**config.mk**
```make
export PLATFORM = sky130hd
export DESIGN_NAME = seg_monitor
export DESIGN_NICKNAME = d
export VERILOG_FILES = /design/src/rtl/seg_monitor.sv
export SDC_FILE = /design/constraint.sdc
export NUM_CORES = 1
export LEC_CHECK = 0
export ABC_AREA = 1
export BUFFER_PORTS_ARGS = -buffer_cell sky130_fd_sc_hd__buf_2
export CAP_MARGIN = 20
export CORE_MARGIN = 4
export CORE_UTILIZATION = 35
export CTS_CLUSTER_DIAMETER = 200
export DETAILED_ROUTE_END_ITERATION = 8
export GPL_ROUTABILITY_DRIVEN = 0
export PLACE_DENSITY = 0.53
export SLEW_MARGIN = 40
export SYNTH_ARGS = -nofsm -noshare
export SYNTH_HDL_FRONTEND = slang
export SYNTH_SLANG_ARGS = --single-unit
```
**constraint.sdc**
```tcl
create_clock -name clk -period 5 [get_ports clk]
set_input_delay 1.25 -clock clk [delete_from_list [all_inputs] [get_ports clk]]
set_output_delay 1.25 -clock clk [all_outputs]
set_load 0.1 [all_outputs]
```
**src/rtl/seg_monitor.sv**
```systemverilog
// seg_monitor: reconstructs a 4-digit hex value from a multiplexed 7-segment
// display scan. Each digit must hold stable for SETTLE cycles before it is
// captured. A full set of four digits publishes a new 16-bit value.
module seg_monitor #(
  parameter int SETTLE = 4
) (
  input  logic        clk,
  input  logic        rst,
  input  logic [3:0]  anodes,
  input  logic [6:0]  segments,
  output logic [15:0] data_out,
  output logic        data_valid,
  output logic        data_changed,
  output logic        err_seg,
  output logic [7:0]  err_cnt
);

  typedef enum logic [1:0] {WAIT, COUNT, HELD} state_t;

  state_t      state;
  logic [3:0]  an_meta, an_sync;
  logic [6:0]  seg_meta, seg_sync;
  logic [10:0] held;
  logic [7:0]  cnt;
  logic [15:0] shadow, shadow_next;
  logic [3:0]  seen, seen_next;
  logic [10:0] sample;
  logic        one_hot, same, accept, cap_valid, cap_err, frame_done;
  logic [4:0]  dec;

  // Map a segment pattern to {valid, nibble}; unknown patterns are invalid.
  function automatic logic [4:0] decode(input logic [6:0] p);
    case (p)
      7'h3F: decode = 5'h10;
      7'h06: decode = 5'h11;
      7'h5B: decode = 5'h12;
      7'h4F: decode = 5'h13;
      7'h66: decode = 5'h14;
      7'h6D: decode = 5'h15;
      7'h7D: decode = 5'h16;
      7'h07: decode = 5'h17;
      7'h7F: decode = 5'h18;
      7'h6F: decode = 5'h19;
      7'h77: decode = 5'h1A;
      7'h7C: decode = 5'h1B;
      7'h39: decode = 5'h1C;
      7'h5E: decode = 5'h1D;
      7'h79: decode = 5'h1E;
      7'h71: decode = 5'h1F;
      default: decode = 5'h00;
    endcase
  endfunction

  // Two-flop synchroniser for the asynchronous display inputs.
  always_ff @(posedge clk or posedge rst) begin
    if (rst) begin
      an_meta  <= '0;
      an_sync  <= '0;
      seg_meta <= '0;
      seg_sync <= '0;
    end else begin
      an_meta  <= anodes;
      an_sync  <= an_meta;
      seg_meta <= segments;
      seg_sync <= seg_meta;
    end
  end

  assign sample     = {an_sync, seg_sync};
  assign one_hot    = (an_sync != 4'b0) && ((an_sync & (an_sync - 4'd1)) == 4'b0);
  assign same       = (sample == held);
  assign dec        = decode(seg_sync);
  assign cap_valid  = accept && dec[4];
  assign cap_err    = accept && !dec[4];
  assign frame_done = (seen == 4'hF);
  assign seen_next  = seen | (cap_valid ? an_sync : 4'b0);

  // Decide whether the current synchronised sample completes a stable digit.
  always_comb begin
    accept = 1'b0;
    case (state)
      WAIT:    accept = one_hot && (SETTLE == 1);
      COUNT:   accept = one_hot && same && (({1'b0, cnt} + 9'd1) == 9'(SETTLE));
      default: accept = 1'b0;
    endcase
  end

  // Shadow value including any capture happening this cycle.
  always_comb begin
    shadow_next = shadow;
    for (int k = 0; k < 4; k++) begin
      if (cap_valid && an_sync[k]) shadow_next[4*k +: 4] = dec[3:0];
    end
  end

  // Stability FSM: wait for a one-hot digit, count stable cycles, then hold
  // until the digit changes so the same digit is not captured twice.
  always_ff @(posedge clk or posedge rst) begin
    if (rst) begin
      state <= WAIT;
      cnt   <= '0;
      held  <= '0;
    end else if (!one_hot) begin
      state <= WAIT;
      cnt   <= '0;
    end else begin
      case (state)
        WAIT: begin
          held  <= sample;
          cnt   <= 8'd1;
          state <= (SETTLE == 1) ? HELD : COUNT;
        end
        COUNT: begin
          if (!same) begin
            state <= WAIT;
            cnt   <= '0;
          end else begin
            cnt <= cnt + 8'd1;
            if (accept) state <= HELD;
          end
        end
        HELD: begin
          if (!same) begin
            state <= WAIT;
            cnt   <= '0;
          end
        end
        default: begin
          state <= WAIT;
          cnt   <= '0;
        end
      endcase
    end
  end

  // Collect captured nibbles and publish a frame once all four are seen.
  always_ff @(posedge clk or posedge rst) begin
    if (rst) begin
      shadow       <= '0;
      seen         <= '0;
      data_out     <= '0;
      data_valid   <= 1'b0;
      data_changed <= 1'b0;
    end else begin
      shadow       <= shadow_next;
      data_valid   <= frame_done;
      data_changed <= frame_done && (shadow_next != data_out);
      if (frame_done) begin
        data_out <= shadow_next;
        seen     <= '0;
      end else begin
        seen <= seen_next;
      end
    end
  end

  // Flag undecodable stable digits and keep a saturating tally of them.
  always_ff @(posedge clk or posedge rst) begin
    if (rst) begin
      err_seg <= 1'b0;
      err_cnt <= '0;
    end else begin
      err_seg <= cap_err;
      if (cap_err && (err_cnt != 8'hFF)) err_cnt <= err_cnt + 8'd1;
    end
  end

endmodule

```
==> results.py <==
metrics = {
    "status": {
        "status": "finished clean",
    },
    "power": {
        "power.density_nw_per_um2": 304,
        "vdd_ir_drop_max_mv": 0.159,
        "p_leak_uw": 0.00261,
    },
    "final_layout": {
        "instances_no_fill": 755,
        "syn_to_final_growth_pct": 14.1,
        "drive_above_1_share_pct": 17.8,
        "fin_nets": 595,
        "final.fill_count": 1314,
        "n_antenna_cell": 0,
    },
    "sta": {
        "relSlewSlack_pct": 52.7,
        "fin_crit_sh_pct": 56.0,
        "tns_ns": 0,
        "rsz0062_at_grt": "no",
        "fin_ws_ns": 2.20,
        "setup-violations-final": 0,
        "tightest_slew_ns": 0.707,
        "hold_viol": 0,
        "finalClockSkew_ns": 0.00836,
        "max_freq_mhz": 357,
        "drv_slew": 0,
        "finalHoldWorstSlack_ns": 0.348,
        "min_period_ns": 2.80,
    },
    "drt": {
        "drtAntennaViolNets": 0,
        "route.met2.wl_mm": 4.28,
        "post_drt_via_cell_ratio": 4.71,
        "drt_iter0_markers": 215,
        "detail_route.wirelength_mm": 9.52,
        "wl_per_cell_um": 12.6,
        "drc_errors": 0,
        "vias": 3555,
        "met3_length_um": 421,
        "wl_met1_mm": 4.64,
        "routed.top_layer": "met4",
        "drtPass1Iterations": 5,
    },
    "setup_path": {
        "critPathMostFrequentCell": "nand2_1",
        "crit_required_ns": 5.23,
        "crit_chain": "ha_1 -> nand2_2 -> clkinv_1 -> nand3_1 -> nand2_2 -> nor2_4 -> nand3_4 -> nor2_4 -> nand3_1 -> nand2_1 -> nand3_1 -> nand2_1 -> nand2_1 -> nor2_1 -> nand2_1 -> nor2_1 -> nor2_1",
        "cp-end-kind": "register",
        "start_kind": "register",
        "path_class": "reg2reg",
        "arrival_ns": 3.03,
        "crit_path_top_delay_cell": "dfrtp_1",
        "max_stage_delay_ns": 0.44,
        "crit_fanout": 16,
        "reg2regPathDepth": 17,
    },
    "clock_network": {
        "htree_levels": 3,
        "clk_latency_ns": 0.34,
        "clockRootBuffer": "clkbuf_16",
        "ctsResizeCount": 0,
        "clkSinkCount": 90,
        "cts_buffers": 9,
        "cts_setup_buffers": 0,
        "clkTransAtPathRegs_ns": 0.06,
        "clockBufferDepth": 2,
        "ctsHoldBuffers": 0,
        "cts_tree": "done",
    },
    "logic_synthesis": {
        "synth_area_um2": 4500,
        "synth_top_area_cell": "dfrtp_1",
        "synth-edff-count": 0,
        "seq_area_frac_synth_pct": 50.0,
        "syn_nets": 556,
        "synth_seq_cells": 90,
        "synth_top_area_share_pct": 50.0,
        "synth_most_common_cell": "nand2_1",
        "synth.distinct_cells": 35,
        "ys_warn_count": 0,
        "postSynthAreaPerCell_um2": 8.34,
        "synth.top_cells.by_count": "nand2_1, dfrtp_1, inv_1",
        "syn_inst": 540,
        "ys.flop_type": "dfrtp_1",
        "ys_top_cells_by_area": "dfrtp_1, nand2_1, inv_1",
        "async_flop_share_pct": 100,
    },
    "place": {
        "port-buffer-count": 39,
        "dpl.hpwl_mm": 6.92,
        "dp_cells": 740,
        "dp_worst_setup_slack_ns": 2.19,
    },
    "global_routing": {
        "grt_max_degree": 50,
        "grt_pass1_vias": 3416,
        "grt_pass1_wl_mm": 16.4,
        "grt_antenna_before_repair": 0,
        "grt.total_usage_pct": 14.1,
        "gr-total-overflow": 0,
    },
    "floorplanning": {
        "die_w_um": 121,
        "dieArea_um2": 14700,
        "ios": 40,
        "die_h_um": 121,
        "start_util_pct": 35.7,
        "row_count": 41,
        "core_um2": 12600,
    },
    "worst_hold_path": {
        "hold_depth": 0,
        "min_path_type": "reg2reg",
    },
    "job": {
        "cap_violations": 0,
    },
}
[report_power, final]
| part | leakage (uW) | switching, uW | internal, uW | total (uW) |
|---|---|---|---|---|
| clock | 0.000138 | 285 | 384 | 669 |
| sequential | 0.00119 | 28.6 | 759 | 787 |
| combinational | 0.00129 | 69.2 | 35.6 | 105 |
[layout by cell type, fill, tap and decap left out, types with 4 or more instances in the layout]
master / count
nand3_1: 42
nor2_1: 26
nand4_1: 24
o21ai_0: 28
buf_2: 39
xor2_1: 4
a21oi_1: 8
nor2_4: 7
xnor2_1: 8
inv_1: 65
inv_2: 5
nor2_2: 6
nor3_1: 4
clkbuf_16: 9
nand2_1: 165
nand2_2: 15
dfrtp_1: 90
[metrics by stage]
step	util (%)	power [uW]	area, um^2
floorplan	-	882	4500
global placement	38.4	903	4850
detailed placement	38.4	908	4850
CTS	40.7	1580	5140
global route	40.7	1640	5140
finish	40.7	1560	5140
[metal layers]
layer | up-vias | global-route usage [%]
met1 | 1655 | 19.6
met4 | 0 | 5.25
met2 | 80 | 21.2
li1 | 1808 | -
met5 | - | 0
met3 | 12 | 3.31
[critical path, delay by kind of cell, from the launching register on]
kind | cells | cell delay [ns]
buffers and inverters | 1 | 0.09
adders and majority gates | 1 | 0.25
DFF | 1 | 0.44
and+or+nand+nor | 15 | 1.91
[registers in the layout, summed over array words and instances (netlist names)]
signal and count:
an_meta 4, err_seg 1, data_out 16, seg_meta 7
cnt 8, err_cnt 8, state 2, data_changed 1
seg_sync 7, shadow 16, an_sync 4, held 11
data_valid 1, seen 4
[final cells by class]
cell class	instances	area [um^2]	area share [%]
Multi-Input combinational cell	364	1890	36.9
Clock inverter	5	56.3	1.10
Tap cell	172	215	4.19
Clock buffer	10	229	4.46
Timing Repair Buffer	42	218	4.24
Sequential cell	90	2250	43.8
Inverter	72	273	5.31
[final timing paths]
kind	slack, ns	to	from
setup / recovery	2.20	data_changed	cnt[0]
hold reg to reg	0.35	an_sync[2]	an_meta[2]
min in group asynchronous	0.95	held[0]	rst
setup reg to reg	2.20	data_changed	cnt[0]
hold / removal	0.35	an_sync[2]	an_meta[2]
max in group asynchronous	3.03	cnt[6]	rst
[cells by family after synthesis]
| kind of cell | after synthesis | share of synthesized area [%] |
|---|---|---|
| AND/OR/NAND/NOR | 302 | 32.9 |
| flip-flops | 90 | 50.0 |
| buffers and inverters | 86 | 8.03 |
| AO/OA/AOI/OAI | 45 | 5.34 |
| XOR/XNOR | 12 | 2.33 |
| adder cells (fa/ha/maj) | 3 | 0.834 |
| multiplexers | 2 | 0.500 |
Note: power is estimated with default switching activity, not from simulation.
